File: src/rtl/div4bits_seq.sv
// Sequential restoring divider: unsigned quotient/remainder, one quotient bit per clock.
// Divide-by-zero completes in one cycle with quotient all ones and remainder = dividend.
//  state | meaning
//  IDLE  | waiting for start; results held
//  CALC  | one restoring step per clock, WIDTH steps
//  DZ    | divisor was zero; publish saturated result next edge
module div4bits_seq #(
    parameter int WIDTH = 4
) (
    input  logic             clk,
    input  logic             rst,
    input  logic             start,
    input  logic [WIDTH-1:0] dividend,
    input  logic [WIDTH-1:0] divisor,
    output logic             busy,
    output logic             done,
    output logic [WIDTH-1:0] quotient,
    output logic [WIDTH-1:0] remainder,
    output logic             div_zero
);

    localparam int CW = $clog2(WIDTH + 1);

    typedef enum logic [1:0] {IDLE, CALC, DZ} state_t;

    state_t           state, state_nx;
    logic [CW-1:0]    cnt;
    logic [WIDTH-1:0] r_reg;
    logic [WIDTH-1:0] q_reg;
    logic [WIDTH-1:0] d_reg;

    logic [WIDTH:0]   t;
    logic [1:0]       sub_hi;
    logic [WIDTH-1:0] sub_lo;
    logic             ge;
    logic [WIDTH-1:0] r_nx;
    logic [WIDTH-1:0] q_nx;
    logic             accept;
    logic             last;

    assign accept = start && (state == IDLE);
    assign last   = (state == CALC) && (cnt == '0);

    // R < D after every step, so the stored partial remainder fits in WIDTH bits and
    // a successful subtract leaves both upper bits of the (WIDTH+2)-bit result clear.
    always_comb begin
        t                = {r_reg, q_reg[WIDTH-1]};
        {sub_hi, sub_lo} = {1'b0, t} - {2'b00, d_reg};
        ge               = (sub_hi == 2'b00);
        r_nx             = ge ? sub_lo : t[WIDTH-1:0];
        q_nx             = {q_reg[WIDTH-2:0], ge};
    end

    always_ff @(posedge clk or posedge rst) begin
        if (rst) state <= IDLE;
        else     state <= state_nx;
    end

    always_comb begin
        state_nx = state;
        case (state)
            IDLE:    if (accept) state_nx = (divisor == '0) ? DZ : CALC;
            CALC:    if (last) state_nx = IDLE;
            DZ:      state_nx = IDLE;
            default: state_nx = IDLE;
        endcase
    end

    always_comb begin
        busy = (state != IDLE);
    end

    always_ff @(posedge clk or posedge rst) begin
        if (rst) begin
            cnt       <= '0;
            r_reg     <= '0;
            q_reg     <= '0;
            d_reg     <= '0;
            done      <= 1'b0;
            quotient  <= '0;
            remainder <= '0;
            div_zero  <= 1'b0;
        end else begin
            done <= 1'b0;
            case (state)
                IDLE: begin
                    if (accept) begin
                        cnt   <= CW'(WIDTH - 1);
                        r_reg <= '0;
                        q_reg <= dividend;
                        d_reg <= divisor;
                    end
                end
                CALC: begin
                    r_reg <= r_nx;
                    q_reg <= q_nx;
                    if (last) begin
                        done      <= 1'b1;
                        quotient  <= q_nx;
                        remainder <= r_nx;
                        div_zero  <= 1'b0;
                    end else begin
                        cnt <= cnt - CW'(1);
                    end
                end
                DZ: begin
                    done      <= 1'b1;
                    quotient  <= '1;
                    remainder <= q_reg;
                    div_zero  <= 1'b1;
                end
                default: ;
            endcase
        end
    end

endmodule
File: config.mk
export PLATFORM = sky130hd
export DESIGN_NAME = div4bits_seq
export DESIGN_NICKNAME = d
export VERILOG_FILES = /design/src/rtl/div4bits_seq.sv
export SDC_FILE = /design/constraint.sdc
export NUM_CORES = 1
export LEC_CHECK = 0
export BUFFER_PORTS_ARGS = -buffer_cell sky130_fd_sc_hd__buf_2
export CORE_AREA = 2 2 58 60
export DETAILED_ROUTE_END_ITERATION = 7
export DIE_AREA = 0 0 60 62
export GPL_TIMING_DRIVEN = 0
export PLACE_DENSITY = 0.79
export SYNTH_ARGS = -nofsm -noshare
export SYNTH_HDL_FRONTEND = slang
export SYNTH_SLANG_ARGS = --single-unit
File: constraint.sdc
create_clock -name clk -period 5.45 [get_ports clk]
set_input_delay 0.2725 -clock clk [delete_from_list [all_inputs] [get_ports clk]]
set_output_delay 0.2725 -clock clk [all_outputs]
set_load 0.01 [all_outputs]
==> metrics.csv <==
stage,metric,value,unit
floorplanning,# rows,21,
pwr,net switching power,0.4803,mW
clocking,root buffer cell,clkbuf_4,
clocking,CTS Sinks,27,
global_route,largest net degree at the start of global routing,28,
critical_path,reg2reg start,q_reg[3]$_DFFE_PP0P_,
placed_design,worst slack at placement,3.190,ns
sta,Slew Limit Fails,0,
clocking,post-cts sizing count,0,
yosys,Mapped Cells,197,
sta,Tmin final,2.278,ns
run_status,status,finished clean,
yosys,syn avg cell area,8.904,µm²
critical_path,crit-path most repeated cell,a21oi_1,
critical_path,"Worst Path Class, Setup",register to register,
placed_design,PortBufs,20,
global_route,initial antenna violation count,0,
floorplanning,total core area,0.003179,mm²
critical_path,CP Launch Type,register,
hold_path,Hold Path Class,input pin to asynchronous set/reset pin,
cells_and_area,Final Cell Area,0.001939,mm²
critical_path,Setup crit end kind,register,
sta,unrepaired setup endpoints after global routing,no,
yosys,"EDFF count, synth",0,
sta,setup TNS,0,ns
floorplanning,Die Wd,60,µm
critical_path,R2R depth,9,
route,via/cell ratio,5.816,
floorplanning,I/O pins,22,
sta,measured slew at the worst slew-check pin,0.9942,ns
yosys,Seq cells post-synth,27,
critical_path,crit-path cells,"inv_1, ha_1, inv_1, fa_1, a21o_2, a21oi_1, o22ai_1, a21oi_1, a21oi_1",
pwr,sequential share of power,32.2,%
pwr,Switching Share,46.62,%
pwr,P_leak,0.8636,nW
sta,Final setup viols,0,
clocking,worst skew pair latency,0.34,ns
route,Detailed Route Iter0 Violations,88,
sta,Max Freq,439.0,MHz
yosys,prevailing post-synth register cell,dfrtp_1,
yosys,synth unique cells,50,
critical_path,critical path arrival,2.50,ns
placed_design,RePlAce Congestion,0.9274,
clocking,"Reg clk slew, reported paths",0.15,ns
sta,Worst Skew,0.001620,ns
cells_and_area,Syn-to-layout area delta,10.56,%
critical_path,CP max FO,6,
route,drt drc,0,
cells_and_area,layout cell share with drive strength beyond 1,18.55,%
global_route,Overflow after GRT,0,
yosys,sequential fraction of the synthesis area,38.52,%
placed_design,# placed instances,263,
clocking,setup repair bufs after CTS,0,
critical_path,slowest cell delay on critical path,0.49,ns
clocking,CTS tree,built,
route,Routed Antenna Nets,0,
route,WL final,3876,µm
clocking,H-tree depth,1,
critical_path,CP Data Required Time,5.67,ns
critical_path,crit path from,q_reg[3]$_DFFE_PP0P_,
sta,final setup margin,3.172,ns
floorplanning,Initial Util,55.18,%
sta,Slew headroom,33.65,%
yosys,Ys Warns,0,
job,maximum capacitance violations,0,
placed_design,hpwl dp,2933,µm
cells_and_area,non-filler instance count after layout,267,
floorplanning,Die Area,0.003720,mm²
sta,period utilisation layout,41.80,%
pwr,clock power share,8.9,%
global_route,vias in the first global route,1381,
yosys,post-synthesis cell area,0.001754,mm²
pwr,Int Pwr,0.5499,mW
floorplanning,die span in y,62,µm
cells_and_area,Ant. Diodes,0,
cells_and_area,"Core Util, Final",61.00,%
global_route,first-pass GRT wire length,6230,µm
sta,Fin. Hold Viols,0,
route,Vias,1553,
pwr,peak supply drop,0.2665,mV
pwr,Cell Pwr Density,531.2,mW/mm²
route,Routed WL per cell,14.52,µm
global_route,GRT Util Overall,22.15,%
yosys,syn nets,218,
clocking,TritonCTS buffer count,3,
clocking,CTS Buffer Depth,2,
pwr,Comb pwr share,58.8,%
yosys,Async SR Flop Fraction,100.0,%
route,DRT Pass-1 Iters,4,
cells_and_area,Post-layout nets,243,
critical_path,Critical-path top delay cell,dfrtp_1,
clocking,hold_buf cts,0,
placed_design,DP Area,0.001912,mm²
-- cells by family after synthesis --
| logic type | after synthesis | synth area share (%) |
|---|---|---|
| compound gates | 65 | 24.97 |
| simple gates | 60 | 16.76 |
| buf+inv | 28 | 7.989 |
| flops | 27 | 38.52 |
| fa+ha+maj | 10 | 7.561 |
| mux | 6 | 3.709 |
| xor+xnor | 1 | 0.4994 |
-- area by class of cell --
| type | count | area [µm²] |
|---|---|---|
| inverter | 16 | 60.06 |
| clock buffer | 3 | 22.52 |
| buffer | 12 | 80.08 |
| clock inverter | 1 | 5.005 |
| sequential | 27 | 675.6 |
| fill | 296 | 1240 |
| timing repair buffer | 20 | 100.1 |
| multi-input combinational | 142 | 938.4 |
| tap | 46 | 57.56 |
-- synth_stat cells (5+ instances only) --
cell,count,area share (%)
dfrtp_1,27,39
nor2_1,19,4.1
o21ai_0,18,5.1
inv_1,16,3.4
nand2_1,11,2.4
a21oi_1,10,2.9
ha_1,9,6.4
nor3_1,8,2.3
o22ai_1,8,2.9
a31oi_1,6,2.1
nand3_1,6,1.7
clkbuf_1,5,1.1
-- worst paths after layout --
| kind | endpoint | slack [ns] |
|---|---|---|
| max | remainder[3]$_DFFE_PP0P_ | 3.17 |
| min | div_zero$_DFFE_PP0P_ | 0.14 |
| max reg2reg | remainder[3]$_DFFE_PP0P_ | 3.17 |
| min reg2reg | quotient[0]$_DFFE_PP0P_ | 0.52 |
| max in group asynchronous | state[0]$_DFFE_PP0P_ | 4.71 |
| min in group clk | d_reg[3]$_DFFE_PP0P_ | 0.17 |
-- cells in the final DEF, fill, tap and decap left out, types with 4 or more instances in the layout --
cell type / instances
a31oi_1: 6
buf_2: 22
inv_1: 16
dfrtp_1: 27
a21oi_1: 10
o21ai_0: 18
ha_1: 9
nor3_1: 8
clkbuf_1: 5
o22ai_1: 8
nand2_1: 11
mux2_2: 4
nor2b_1: 4
clkbuf_4: 4
nor2_1: 19
nand3_1: 6
-- critical path: cells and delay by family, from the launching register on --
kind | cells | cell delay (ns)
fa+ha+maj | 2 | 0.56
flops | 1 | 0.49
buf+inv | 2 | 0.14
compound gates | 5 | 0.97
-- power by group through the flow --
stage	logic [mW]	registers [mW]	clock network (mW)
after global routing	0.680	0.344	0.0964
after detailed placement	0.599	0.337	0
final	0.606	0.332	0.0917
after CTS	0.601	0.332	0.0916
after global placement	0.586	0.333	0
after floorplan	0.459	0.330	0
-- per-layer routing --
metal / track usage (%) / wire length [µm]
met2: 31.99 / 1736
met3: 4.762 / 286
met4: 8.254 / 48
met5: 0 / 0
met1: 32.55 / 1804
-- per-stage QoR --
stage               power (mW)  hold WS, ns
finish                   1.030       0.1412
CTS                      1.024       0.1724
floorplan               0.7889       0.3252
detailed placement      0.9356       0.4894
global placement        0.9192       0.4895
global route             1.120       0.1721
Note: power is estimated with default switching activity, not from simulation.
